File: config.mk
export PLATFORM = sky130hd
export DESIGN_NAME = linebuffer_3x3
export DESIGN_NICKNAME = d
export VERILOG_FILES = /design/src/rtl/linebuffer_3x3.sv
export SDC_FILE = /design/constraint.sdc
export NUM_CORES = 1
export LEC_CHECK = 0
export CORE_MARGIN = 10
export CORE_UTILIZATION = 46
export CTS_CLUSTER_SIZE = 20
export DETAILED_ROUTE_END_ITERATION = 10
export HOLD_SLACK_MARGIN = 0.03
export PLACE_DENSITY = 0.89
export RECOVER_POWER = 50
export SLEW_MARGIN = 5
export SYNTH_ARGS = -nofsm -noshare
export SYNTH_HDL_FRONTEND = slang
export SYNTH_SLANG_ARGS = --single-unit
File: constraint.sdc
create_clock -name clk -period 1.4 [get_ports clk]
set_clock_uncertainty 0.05 [all_clocks]
set_input_delay 0.28 -clock clk [delete_from_list [all_inputs] [get_ports clk]]
set_output_delay 0.28 -clock clk [all_outputs]
set_load 0.005 [all_outputs]
File: src/rtl/linebuffer_3x3.sv
// linebuffer_3x3: 3x3 sliding-window generator for a raster-order pixel stream.
//
// One pixel is captured on every rising clk edge while rst_n is high. Two
// row delay lines supply the pixels from one and two rows back. Nine window
// registers hold the current 3x3 neighbourhood.
//
// Ports:
//   clk           - single clock, rising-edge active
//   rst_n         - asynchronous active-low reset; clears all state
//   ifmap_stream  - DATA_W-bit pixel input, one sample per clock
//   ifmap_3x3     - registered window; element 8 is the newest pixel
//                   (bottom-right), element 0 the oldest (top-left)
//   window_valid  - registered flag; high when the window lies fully
//                   inside the image (col >= 2 and row >= 2)
module linebuffer_3x3 #(
  parameter int DATA_W    = 16,
  parameter int IMG_WIDTH = 4
) (
  input  logic                   clk,
  input  logic                   rst_n,
  input  logic [DATA_W-1:0]      ifmap_stream,
  output logic [8:0][DATA_W-1:0] ifmap_3x3,
  output logic                   window_valid
);

  localparam int COL_W = $clog2(IMG_WIDTH);
  localparam logic [COL_W-1:0] COL_LAST = COL_W'(IMG_WIDTH - 1);

  // Row delay lines. After edge t, line1_reg[k] = p(t-k) and
  // line2_reg[k] = p(t-IMG_WIDTH-k). The last taps therefore present
  // p(t-IMG_WIDTH) and p(t-2*IMG_WIDTH) to the window at edge t.
  logic [DATA_W-1:0] line1_reg [IMG_WIDTH];
  logic [DATA_W-1:0] line2_reg [IMG_WIDTH];
  logic [DATA_W-1:0] win_reg   [9];

  logic [COL_W-1:0] col_reg, col_next;
  logic [1:0]       row_reg, row_next;
  logic             started_reg;
  logic             valid_reg, valid_next;

  // col_reg tracks the column of the most recent capture. The first capture
  // after reset is column 0, so counting starts only once a sample is held.
  always_comb begin
    col_next   = '0;
    row_next   = row_reg;
    valid_next = 1'b0;
    if (started_reg) begin
      if (col_reg == COL_LAST) begin
        col_next = '0;
        if (row_reg != 2'd2) begin
          row_next = row_reg + 2'd1;
        end
      end else begin
        col_next = col_reg + COL_W'(1);
      end
    end
    valid_next = (col_next >= COL_W'(2)) && (row_next == 2'd2);
  end

  always_ff @(posedge clk or negedge rst_n) begin
    if (!rst_n) begin
      for (int i = 0; i < IMG_WIDTH; i++) begin
        line1_reg[i] <= '0;
        line2_reg[i] <= '0;
      end
      for (int i = 0; i < 9; i++) begin
        win_reg[i] <= '0;
      end
      col_reg     <= '0;
      row_reg     <= '0;
      started_reg <= 1'b0;
      valid_reg   <= 1'b0;
    end else begin
      line1_reg[0] <= ifmap_stream;
      line2_reg[0] <= line1_reg[IMG_WIDTH-1];
      for (int i = 1; i < IMG_WIDTH; i++) begin
        line1_reg[i] <= line1_reg[i-1];
        line2_reg[i] <= line2_reg[i-1];
      end
      // Bottom row: newest samples.
      win_reg[8] <= ifmap_stream;
      win_reg[7] <= win_reg[8];
      win_reg[6] <= win_reg[7];
      // Middle row: one image row back.
      win_reg[5] <= line1_reg[IMG_WIDTH-1];
      win_reg[4] <= win_reg[5];
      win_reg[3] <= win_reg[4];
      // Top row: two image rows back.
      win_reg[2] <= line2_reg[IMG_WIDTH-1];
      win_reg[1] <= win_reg[2];
      win_reg[0] <= win_reg[1];

      col_reg     <= col_next;
      row_reg     <= row_next;
      started_reg <= 1'b1;
      valid_reg   <= valid_next;
    end
  end

  for (genvar gi = 0; gi < 9; gi++) begin : g_win_out
    assign ifmap_3x3[gi] = win_reg[gi];
  end

  assign window_valid = valid_reg;

endmodule

# == Word-level counts from Yosys, hierarchy flattened ==
# Cells that the tools add are included.
# classes
n_lt_le_gt_ge,1
muxes,5
eq_ne,3
addsub,2
reduce_logical,1
# op_table
op,count
$mux W2,5
$add A2 B1 Y2 const B,2
$eq A2 B2 Y1 const B,2
$ge A2 B2 Y1 const B,1
$ne A2 B2 Y1 const B,1
$logic_and A1 B1 Y1,1
# totals
elab_cells,27
input_bits,18
regBits,182
output_inout_bits,145

# == Longest topological paths before layout ==
# Gate-level depths: netlist (run 1).
# depth
ltp_word,6
mapped_depth,4
mapped_depth_nobuf,4

# == Worst setup path before layout (run 1) ==
# Ideal clock, no wire load.
# synth_path
path_type,reg2reg
startpoint,reg col_reg[0]
endpoint,reg valid_reg (netlist: window_valid)
stages_incl_launch_ff,4
setup_slack_ns,0.241
n_path_buf,0
t_arrival_ns,1.031
required_time_ns,1.272
setup_time_ns,0.078
synth_period_minus_slack_ns,1.159
path_cell_list,dfrtp_1 > ha_1 > or3b_1 > a21boi_1
# synth_between
elab_chain_cells,5
elab_cells_between_ends,9
cone_classes,1 x add/sub; 1 x order compare; 2 x eq/ne; 4 x mux; 1 x reduce/logical
# synth_rtl
element,line,source
start: declaration,36,"logic [COL_W-1:0] col_reg, col_next;"
start signal: assignment,93,col_reg <= col_next;
$add A2 B1 Y2 or $eq A2 B2 Y1 (tied branches),"54, 48",
$mux W2,48,if (col_reg == COL_LAST) begin
$mux W2,47,if (started_reg) begin
$ge A2 B2 Y1 or $eq A2 B2 Y1 (tied branches),57,valid_next = (col_next >= COL_W'(2)) && (row_next == 2'd2);
$logic_and A1 B1 Y1 *,57,
named net valid_next,39,"logic valid_reg, valid_next;"
end signal: assignment,96,valid_reg <= valid_next;
end: declaration,39,
# The timed path passes the listed nets; every way through them passes the cells marked *.

# == Worst setup path in the final report (run 1) ==
# layout_path
startpoint,"reg win_reg, in the netlist ifmap_3x3[65]"
endpoint,out ifmap_3x3[65] in the netlist's numbering
# layout_lines
element,line,source
start: declaration,34,logic [DATA_W-1:0] win_reg [9];
end: declaration,22,"output logic [8:0][DATA_W-1:0] ifmap_3x3,"
# No word-level cell between the ends.

==> summary.txt, run 1 <==
Logic synthesis
  – Post-synth EDFFs: 0
  – Cell taking the most area after synthesis: dfrtp_1
  – Post-synthesis sequential area ratio: 0.847
  – Syn Inst Count: just under 300
  – Most frequent cell after synthesis: dfrtp_1
  – Flops & latches, synth: about 180
  – Synth Flop Type: dfrtp_1
  – Netlist cell types: 12
  – Asr flop ratio synth: 1.00
  – Top cell type's share of synthesized area: 0.847
  – Yosys warnings: 0
  – Cell area after synthesis: 0.00537 mm²
  – Average cell area after synthesis: 18.5 µm²
  – Ranking of synthesized cells by area: dfrtp_1, buf_4, ha_1, mux2_2, or3b_1
  – Most instantiated cells after synthesis: dfrtp_1, buf_4, ha_1, inv_1, mux2_2
  – Post-Syn Nets: approximately 310

Setup path
  – Delay of the slowest cell on the worst path: 390 ps
  – Worst R2R End: window_valid
  – Worst-path cell with the longest stage delay: dfrtp_1
  – Worst EP required: 1070 ps
  – R2R depth: 3
  – Crit end category: primary output
  – Slack of the worst reg-to-reg path: 160 ps
  – Critical Path AT: roughly 1000 ps
  – Worst path buffer plus inverter count: 1
  – Worst path cell trace: clkdlybuf4s15_1
  – Worst reg2reg path startpoint: col_reg[0]
  – Crit path kind: flop to primary output
  – Largest delay share family, worst path: flip-flops
  – Crit-path max FO: 2
  – Crit start category: flop

STA
  – Period utilization: 0.972
  – TNS Setup: 0 ps
  – RSZ-0062 raised after global routing: no
  – Final Slew Violations: 0
  – Minimum clock period: approximately 1400 ps
  – Hold Fails Final Rpt: 0
  – Tightest Pin Transition: approximately 620 ps
  – Max Fclk: between 700 and 800 MHz
  – Final setup viols: 0
  – Relative slew slack: 0.584

CTS
  – Num CTS Buffers: 17
  – CTS Sinks: ~180
  – H-Tree Level Count: 4
  – CTS max path bufs: 2
  – Clock-pin slew on the worst setup and hold paths: 60 ps
  – Skew-Pair Late Insertion Delay: 420 ps
  – CTS tree: yes
  – CTS Root Cell: clkbuf_16

Floorplanning
  – Row cnt: 39
  – Full die area: approximately 0.016 mm²
  – Die height: roughly 130 µm
  – Core area: roughly 0.011 mm²
  – DIE WIDTH: about 130 µm
  – Initial Util: 0.471
  – I/O pins: 163

Place
  – Hpwl dp: 7330 µm
  – Gpl congestion: about 0.75
  – I/O Buffers: 162
  – Post-DP Area: roughly 0.0066 mm²

Global routing
  – Vias in the first global route: around 2,800
  – GRT overflow: 0
  – GRT Total Usage: 0.128
  – Initial antenna violation count: 0
  – First-pass GRT wire length: 15,700 µm
  – Largest net degree at the start of global routing: 43

Power and ir drop
  – Worst vdd ir: between 1 and 1.5 mV
  – Lkg Pwr: approximately 3.3 nW
  – Cell area power density: 1520 mW/mm²
  – Power Total: 10.9 mW

Drt
  – First-pass iteration count of the detailed router: 4
  – Initial DRC count: 74
  – Routed WL: ~10000 µm
  – Antenna-violating nets left: 0
  – Routed WL per cell: roughly 17 µm
  – DRC: 0
  – Vias: 2,447
  – Via density: around 4.3

Finish
  – ANT cells: 0
  – Layout net count: around 430
  – Post-route cell area: between 0.007 and 0.008 mm²
  – Share of cells above drive strength 1: 0.242
  – Flip-flop count of the largest register after layout: 144
  – Layout overhead on the synthesized area: 33.4%

Hold path
  – HP Start: line2_reg[1]
  – HP Class: flop to flop
  – Worst Hold Path Cells: 0
  – Worst Hold Endpoint: ifmap_3x3[33]

Job
  – MaxCap Viol Count: 0

Status
  – Status: completed
-- routing by layer --
| metal | wire length [µm] | share of wire | track usage | vias to the layer above |
|---|---|---|---|---|
| met3 | 1220 | 0.12 | 0.0823 | 18 |
| li1 | - | - | - | 1060 |
| met4 | 150 | 0.015 | 0.0596 | 0 |
| met5 | 0 | 0 | 0 | - |
| met2 | 4960 | 0.50 | 0.200 | 121 |
| met1 | 3580 | 0.36 | 0.132 | 1248 |
-- cells by family (layout without fill, tap and decap cells) --
kind of cell	Yosys count	after routing	share of synthesized area
compound gates	1	1	0.00140
mux	2	2	0.00419
simple gates	5	5	0.00606
fa+ha+maj	2	2	0.00466
other cells	1	1	0.000698
flops	182	182	0.847
buf+inv	98	232	0.136
-- how the worst max path moves through the flow --
| stage | start | endpoint | slack, ps | cells after the start |
|---|---|---|---|---|
| 3_3_place_gp | ifmap_3x3[64] | ifmap_3x3[64] | 120 | 1 |
| 6_report | ifmap_3x3[65] | ifmap_3x3[65] | 40 | 1 |
| 2_1_floorplan | col_reg[0] | window_valid | 240 | 3 |
| 3_5_place_dp | ifmap_3x3[64] | ifmap_3x3[64] | 150 | 1 |
| 5_1_grt | ifmap_3x3[94] | ifmap_3x3[94] | 0.7 | 1 |
| 4_1_cts | ifmap_3x3[23] | ifmap_3x3[23] | 0.2 | 1 |
-- report_power, final --
| group | internal [mW] | switching, mW |
|---|---|---|
| registers | 5.56 | 0.137 |
| clock network | 2.64 | 1.86 |
| logic | 0.387 | 0.309 |
| total | 8.59 | 2.30 |
-- what timing repair did --
| action | 4_1_cts | 5_1_grt |
|---|---|---|
| setup buffers | 23 | 4 |
| resized for setup | 280 | 49 |
| hold buffers | 1 | 0 |
| setup endpoints to repair | 145 | 50 |
| endpoints found under the hold margin | 34 | 0 |
-- per-stage QoR --
step / worst slack (ps) / cells / utilization / hold WS [ps]
global route: 0.673 / 568 / 0.628 / 305
finish: 39.2 / 568 / 0.628 / 295
floorplan: 241 / 291 / - / -65.6
detailed placement: 150 / 508 / 0.574 / 195
CTS: 0.207 / 564 / 0.639 / 228
global placement: 123 / 508 / 0.574 / 191
-- cell type report --
class	count	area, µm²
Clock buffer	22	484
Clock inverter	10	96.3
Fill cell	802	4250
Inverter	2	7.51
Multi-Input combinational cell	11	91.3
Sequential cell	182	4550
Tap cell	143	179
Timing Repair Buffer	198	1750
-- cell usage in the layout, fill, tap and decap left out, types with 2 or more instances in the layout --
master           count
dfrtp_1            182
clkdlybuf4s15_1    109
clkbuf_2            31
clkbuf_4            23
clkbuf_16           17
dlygate4sd3_1       17
buf_4                8
clkbuf_8             4
clkinvlp_4           4
clkbuf_1             3
buf_2                3
buf_12               3
mux2_2               2
inv_1                2
ha_1                 2
clkinv_2             2
clkinv_4             2
clkdlybuf4s15_2      2
Note: power is estimated with default switching activity, not from simulation.
==> run 2, diff against run 1 <==
Settings changed: CORE_ASPECT_RATIO from default to 1.4.
==> run 2 against run 1 <==
Compared with the run above: sequential share of layout area down 0.89 points; non-clock buffer count up 2; critical path type unchanged; worst hold slack better by 3.3 ps; clock power up 8.0%; register-to-register slack worse by 80 ps; largest cell class unchanged; critical path depth unchanged; maximum frequency up 0.11%.
==> summary.txt, run 2 (same netlist as run 1, synthesis figures left out) <==
Floorplanning
  – Initial Util: 0.472 (+0.000930)
  – Core area: 0.0114 mm² (-0.20%)
  – Row cnt: 46 (+18%)
  – Die height: 148 µm (+15%)
  – DIE WIDTH: 111 µm (-13%)
  – Full die area: 0.0165 mm² (+0.37%)
  – I/O pins: 163 (unchanged)

Drt
  – DRC: 0 (unchanged)
  – Initial DRC count: 66 (-11%)
  – Vias: 2,471 (+0.98%)
  – Antenna-violating nets left: 0 (unchanged)
  – First-pass iteration count of the detailed router: 5 (+1)
  – Routed WL: 10,500 µm (+5.6%)
  – Routed WL per cell: 18.3 µm (+5.0%)
  – Via density: 4.33 (+0.45%)

CTS
  – CTS tree: yes
  – Skew-Pair Late Insertion Delay: 410 ps (about the same)
  – Num CTS Buffers: 17 (unchanged)
  – CTS max path bufs: 2 (unchanged)
  – CTS Sinks: 182 (unchanged)
  – CTS Root Cell: clkbuf_16
  – H-Tree Level Count: 4 (unchanged)
  – Clock-pin slew on the worst setup and hold paths: 60 ps (about the same)

Global routing
  – First-pass GRT wire length: 16,400 µm (+4.6%)
  – Largest net degree at the start of global routing: 40 (-7.0%)
  – GRT Total Usage: 0.130 (+0.00243)
  – Vias in the first global route: 2,834 (+0.35%)
  – Initial antenna violation count: 0 (unchanged)
  – GRT overflow: 0 (unchanged)

Setup path
  – Critical Path AT: 1030 ps (about the same)
  – Worst EP required: 1070 ps (about the same)
  – Crit path kind: flop to primary output
  – Largest delay share family, worst path: flip-flops
  – Delay of the slowest cell on the worst path: 360 ps (-30 ps)
  – Worst-path cell with the longest stage delay: dfrtp_1
  – Crit end category: primary output
  – Worst path cell trace: dlygate4sd2_1
  – Crit start category: flop
  – Worst path buffer plus inverter count: 1 (unchanged)
  – Crit-path max FO: 1 (-1)

Power and ir drop
  – Lkg Pwr: 3.40 nW (+1.7%)
  – Cell area power density: 1550 mW/mm² (+2.3%)
  – Worst vdd ir: 0.992 mV (-9.7%)
  – Comb pwr share: 0.064 (about the same)
  – Switching pwr: 2.40 mW (+4.3%)
  – Cell internal pwr: 8.89 mW (+3.6%)
  – Sw Ratio: 0.212 (+0.00113)
  – Clk pwr share: 0.430 (+0.017)
  – Reg power frac: 0.506 (-0.017)

Finish
  – Layout Cells excl Fill: 571 (+0.53%)
  – Most common cell after layout, fill and taps aside: dfrtp_1
  – Post-route cell area: 0.00727 mm² (+1.4%)
  – Fillers: 810 (+1.0%)
  – ANT cells: 0 (unchanged)
  – Layout net count: 434 (+0.46%)
  – Flip-flop count of the largest register after layout: 144 (unchanged)
  – Most frequent cells in the layout: dfrtp_1, clkdlybuf4s15_1, clkbuf_2
  – Share of cells above drive strength 1: 0.237 (-0.00582)
  – Layout overhead on the synthesized area: 35.3%

Job
  – MaxCap Viol Count: 0 (unchanged)

STA
  – Final setup viols: 0 (unchanged)
  – Final Slew Violations: 0 (unchanged)
  – Hold Fails Final Rpt: 0 (unchanged)
  – Minimum clock period: 1360 ps (-1.49 ps)
  – Max Fclk: 736 MHz (+0.11%)
  – TNS Setup: 0 ps (unchanged)
  – Period utilization: 0.971 (-0.00106)
  – Hold slack: 298 ps (+3.30 ps)

Place
  – I/O Buffers: 162 (unchanged)
  – Gpl congestion: 0.799 (+6.7%)
  – Post-DP Area: 0.00655 mm² (about the same)
  – Hpwl dp: 7590 µm (+3.6%)
  – Inst Count DP: 507 (-0.20%)

Hold path
  – HP Class: primary input to async pin

Status
  – Status: completed
==> run 2: cell count changes in the layout (fill, tap and decap cells not counted), moves of 3 or more <==
cell,change
buf_2,-3
clkbuf_4,+4
inv_6,+3
dlygate4sd2_1,+3
clkinvlp_4,-4
clkdlybuf4s15_1,+3
==> run 2: routing by layer <==
layer	part of all wire	routed length (µm)	vias up	global-route usage
li1	-	-	1058	-
met1	0.41	4270	1256	0.147
met3	0.13	1340	12	0.0834
met2	0.45	4730	145	0.195
met5	0	0	-	0
met4	0.012	123	0	0.0483
==> run 2: worst register-to-register path: stages (launching register included) <==
cell and delay (ps):
dfrtp_1 390, ha_1 240, or3b_1 390, a21boi_1 180
==> run 2: final cells by class <==
class,count,area [µm²],area share
timing repair buffer,200,1810,0.249
multi-input combinational,11,91.3,0.0126
sequential,182,4550,0.627
clock inverter,12,165,0.0227
tap,144,180,0.0248
clock buffer,20,457,0.0628
inverter,2,7.51,0.00103
==> run 2: power by group through the flow <==
stage	Sequential [mW]	Combinational (mW)	Clock, mW
final	5.71	0.722	4.86
after global routing	5.74	0.801	5.22
after CTS	5.71	0.762	4.97
after detailed placement	5.81	0.813	0
after global placement	5.78	0.777	0
after floorplan	5.76	0.311	0
==> run 2: path summary, 6_finish.rpt <==
check	cells past startpoint	startpoint	slack (ps)	to
worst max-delay path	1	ifmap_3x3[12]	40	ifmap_3x3[12]
worst min-delay path	2	rst_n	300	ifmap_3x3[31]
max in group asynchronous	3	rst_n	460	line1_reg[13]
worst min register to register	0	line2_reg[4]	300	ifmap_3x3[36]
min in group clk	0	line2_reg[4]	300	ifmap_3x3[36]
worst max register to register	3	col_reg[0]	80	window_valid
==> run 2: timing repair <==
item	4_1_cts	5_1_grt
endpoints found under the hold margin	33	0
setup buffers	26	5
hold buffers	1	0
gates cloned	0	0
gates resized for setup	263	54
endpoints found under the setup margin	145	55
==> run 2: through the flow <==
| stage | util | setup WS (ps) | power (mW) |
|---|---|---|---|
| 2_1_floorplan | - | 241 | 6.07 |
| 3_3_place_gp | 0.575 | 139 | 6.56 |
| 3_5_place_dp | 0.575 | 95.9 | 6.63 |
| 4_1_cts | 0.644 | -5.76 | 11.4 |
| 5_1_grt | 0.638 | -1.36 | 11.8 |
| 6_report | 0.638 | 40.7 | 11.3 |
==> RTL change 1, RTL diff (config.mk and constraints of run 2) <==
`IMG_WIDTH`: 4 -> 2.
--- a/src/rtl/linebuffer_3x3.sv
+++ b/src/rtl/linebuffer_3x3.sv
@@ -14,7 +14,7 @@
 //                   inside the image (col >= 2 and row >= 2)
 module linebuffer_3x3 #(
   parameter int DATA_W    = 16,
-  parameter int IMG_WIDTH = 4
+  parameter int IMG_WIDTH = 2
 ) (
   input  logic                   clk,
   input  logic                   rst_n,
Function: changed (a bounded check fails within 4 cycles, from zero or initial values and one cycle with rst_n low).
==> RTL change 1 against run 2 <==
Synthesized area decreased by 39%. Wire length decreased by 19%. The run now ends with setup timing left. Critical path type unchanged. Combinational power decreased by 9.1%. Worst setup slack got worse by 0.14 ns. Total power decreased by 21%. Design area decreased by 30%. Sequential cell count decreased by 65. Largest cell class unchanged.
==> RTL change 1: results (changes against run 2) <==
Status - finished with violations (was finished clean)
Violated checks - setup timing
Critical Path Fanout Max - 2 (was 1)
Slack of the worst reg-to-reg path - 0.12 ns (was 0.08 ns)
Met1 layer usage reported by global route - 16.5% (was 14.7%)
Commonest cells in the synthesized netlist - 117 x sky130_fd_sc_hd__dfrtp_1, 32 x sky130_fd_sc_hd__buf_4, 2 x sky130_fd_sc_hd__inv_1, 2 x sky130_fd_sc_hd__mux2_4 (was 182 x sky130_fd_sc_hd__dfrtp_1, 96 x sky130_fd_sc_hd__buf_4, 2 x sky130_fd_sc_hd__ha_1, 2 x sky130_fd_sc_hd__inv_1, 2 x sky130_fd_sc_hd__mux2_2)
Finish-stage setup viols - 11 (was 0)
Flip-flop count of the largest register after layout - 112 (was 144)
Gate count of the mapped netlist - 159 (was 291)
Worst stage delay on the critical path - 0.42 ns (was 0.36 ns)
Final cell utilization of the core - 73.5% (was 63.8%)
Combinational cell fraction of total power - 7.4% (was 6.4%)
Number of different library cells in the post-synthesis netlist - 10 (was 12)
First-pass GRT wire length - 13.3 mm (was 16.4 mm)
Peak supply drop - 1.38 mV (was 0.992 mV)
Filler Cells Inserted - 478 (was 810)
Post-Syn Nets - 178 (was 311)
CTS root buf - sky130_fd_sc_hd__clkbuf_8 (was sky130_fd_sc_hd__clkbuf_16)
Largest cells by area after synthesis - sky130_fd_sc_hd__dfrtp_1 90%, sky130_fd_sc_hd__buf_4 7.4%, sky130_fd_sc_hd__mux2_4 0.92%, sky130_fd_sc_hd__ha_1 0.38%, sky130_fd_sc_hd__and4b_1 0.31% (was sky130_fd_sc_hd__dfrtp_1 85%, sky130_fd_sc_hd__buf_4 13%, sky130_fd_sc_hd__ha_1 0.47%, sky130_fd_sc_hd__mux2_2 0.42%, sky130_fd_sc_hd__or3b_1 0.16%)
Part of the Yosys area used for sequential elements - 89.9% (was 84.7%)
TritonRoute pass-1 iters - 3 (was 5)
Count of placed standard cells in the final layout, fillers left out - 465 (was 571)
Final worst slack - -0.0981 ns (was 0.0407 ns)
Pwr/cell area - 1750 mW/mm2 (was 1550 mW/mm2)
GRT Util Overall - 16.2% (was 13.0%)
Hold/Removal Path Class - input pin to flop (was input pin to asynchronous set/reset pin)
RTL change 1: through the flow:
stage,TNS [ns],setup slack (ns)
detailed placement,0,0.100
global route,-2.22,-0.156
floorplan,0,0.202
finish,-0.633,-0.0981
global placement,0,0.0923
CTS,-1.04,-0.141
RTL change 1: worst max-delay path by stage:
stage	startpoint	endpoint	slack (ns)
2_1_floorplan	row_reg[0]$_DFF_PN0_	window_valid$_DFF_PN0_	0.20
3_3_place_gp	ifmap_3x3[105]$_DFF_PN0_	ifmap_3x3[105]	0.09
3_5_place_dp	ifmap_3x3[105]$_DFF_PN0_	ifmap_3x3[89]	0.10
4_1_cts	ifmap_3x3[105]$_DFF_PN0_	ifmap_3x3[89]	-0.14
5_1_grt	ifmap_3x3[105]$_DFF_PN0_	ifmap_3x3[89]	-0.16
6_report	ifmap_3x3[105]$_DFF_PN0_	ifmap_3x3[89]	-0.1
RTL change 1: cell type report:
cell class	count	area share, %
Sequential cell	117	57.5
Multi-Input combinational cell	8	1.57
Clock inverter	10	3.44
Clock buffer	22	9.08
Tap cell	95	2.33
Timing Repair Buffer	211	26.0
Inverter	2	0.147
RTL change 1: routing by layer:
layer	routed length [um]	share of wire [%]
met3	996	12
met4	159	1.9
met2	4200	50
met1	3090	37
met5	0	0
RTL change 1: repair_timing:
item                                    4_1_cts  5_1_grt
gates resized for setup                     600        2
buffers inserted                             37        7
hold buffers                                  1        0
endpoints found under the hold margin       117        0
endpoints found under the setup margin      145       67
RTL change 1: cell families after synthesis:
family	share of synthesized area, %
AND/OR/NAND/NOR	0.769
multiplexers	0.922
AO/OA/AOI/OAI	0.269
adder cells (fa/ha/maj)	0.384
other	0.115
flip-flops	89.9
buffers and inverters	7.61
==> RTL change 2, RTL diff (settings of run 2) <==
Without the edit above. The output `window_valid` loses its register stage (`valid_reg` becomes a continuous assignment).
--- a/src/rtl/linebuffer_3x3.sv
+++ b/src/rtl/linebuffer_3x3.sv
@@ -69,7 +69,6 @@
       col_reg     <= '0;
       row_reg     <= '0;
       started_reg <= 1'b0;
-      valid_reg   <= 1'b0;
     end else begin
       line1_reg[0] <= ifmap_stream;
       line2_reg[0] <= line1_reg[IMG_WIDTH-1];
@@ -93,9 +92,10 @@
       col_reg     <= col_next;
       row_reg     <= row_next;
       started_reg <= 1'b1;
-      valid_reg   <= valid_next;
     end
   end
+
+  assign valid_reg = valid_next;
 
   for (genvar gi = 0; gi < 9; gi++) begin : g_win_out
     assign ifmap_3x3[gi] = win_reg[gi];
Function: same outputs for any inputs over 10 cycles, from zero or initial values and one cycle with rst_n low; that may be too few to reach the edited logic, so the function may still have changed.
==> RTL change 2 against run 2 <==
The flow now finishes with violations (setup timing). Critical path depth up 3. Sequential cell count down 1. Worst setup slack worse by 0.56 ns. Wire length down 2.8%. Count of clock-buffer cells in the layout unchanged. Total power down 0.84%. Combinational power down 4.0%. Maximum frequency down 29%. Utilization down 0.78 points. Cell count down 1.1%. Design area down 1.7%. Synthesized area down 0.47%. Critical endpoint is now window_valid.
==> RTL change 2: results (changes against run 2) <==
Status - finished with violations (was finished clean)
Violated checks - setup timing
Launching element of the worst setup path - col_reg[0]$_DFF_PN0_ (was ifmap_3x3[12]$_DFF_PN0_)
Violation count after the first detailed-route iteration - 48 (was 66)
Hold/Removal Path Class - flop to flop (was input pin to asynchronous set/reset pin)
Multiplexer share of the synthesized area - 0.421% (was 0.419%)
Worst stage delay on the critical path - 0.40 ns (was 0.36 ns)
GR Util met2 - 19.0% (was 19.5%)
Synthesis-to-layout area growth - 33.5% (was 35.3%)
Final-layout setup total negative slack - -0.521 ns (was 0 ns)
Post-layout net count - 431 (was 434)
Final worst slack - -0.521 ns (was 0.0407 ns)
Filler Cells Inserted - 820 (was 810)
Fraction of the mapped netlist area in compound gates - 0.140% (about the same)
Total leakage power - 0.00334 uW (was 0.00340 uW)
Post-Syn Nets - 310 (was 311)
Worst hold-check slack - 0.286 ns (was 0.298 ns)
Depth of the worst register-to-register path - 4 (was 3)
DP HPWL - 7.13 mm (was 7.59 mm)
Share of layout cells above drive strength 1 - 24.5% (was 23.7%)
Gate count of the mapped netlist - 290 (was 291)
Share of synthesized cell area in full adder, half adder and majority cells - 0.468% (was 0.466%)
Via count - 2401 (was 2471)
Part of the Yosys area used for sequential elements - 84.7% (about the same)
Sum of routed wire length over all layers - 10.2 mm (was 10.5 mm)
Met3 track demand over resource - 9.32% (was 8.34%)
Average wire length per cell after detail routing - 18.0 um (was 18.3 um)
Via count of the first global-routing pass - 2830 (was 2834)
First-pass GRT wire length - 16.4 mm (about the same)
Routability congestion estimate - 0.770 (was 0.799)
Top delay family on crit path - flip-flops (unchanged)
Largest cells by area after synthesis - sky130_fd_sc_hd__dfrtp_1 85%, sky130_fd_sc_hd__buf_4 13%, sky130_fd_sc_hd__ha_1 0.47%, sky130_fd_sc_hd__mux2_2 0.42%, sky130_fd_sc_hd__or3b_1 0.16% (unchanged)
Critical Path Fanout Max - 2 (was 1)
Worst setup slack after placement - -0.530 ns (was 0.0959 ns)
Pin count of the biggest net entering global routing - 64 (was 40)
Finish-stage setup viols - 1 (was 0)
TritonRoute pass-1 iters - 4 (was 5)
End point of the critical path - window_valid (was ifmap_3x3[12])
Cell area reported after detailed placement - 0.00651 mm2 (was 0.00655 mm2)
## RTL change 2: cell types whose count changed after synthesis, sizes merged
| cell | delta |
|---|---|
| dfrtp | -1 |
## RTL change 2: area by class of cell
type,count,share of cell area [%]
clock buffers,20,6.39
multi-input cells,11,1.31
flip-flops and latches,181,63.4
inverters,2,0.105
well taps,144,2.52
repair buffers,198,24.1
clock inverters,9,2.15
## RTL change 2: repair_timing
item,in CTS,in global routing
setup buffers,23,5
hold endpoints to repair,154,0
pin swaps,1,0
resized for setup,268,60
hold buffers,1,0
endpoints found under the setup margin,145,63
## RTL change 2: metal layers
metal	routed length [um]	vias to the layer above
met5	0	-
met4	75	0
met3	1470	7
met2	4730	147
met1	3900	1201
li1	-	1046
## RTL change 2: power by group
| group | leakage (uW) | switching, uW | total (uW) | internal, uW |
|---|---|---|---|---|
| Combinational | 0.000937 | 314 | 693 | 379 |
| Clock | 0.000294 | 1780 | 4830 | 3050 |
| Sequential | 0.00211 | 148 | 5670 | 5530 |
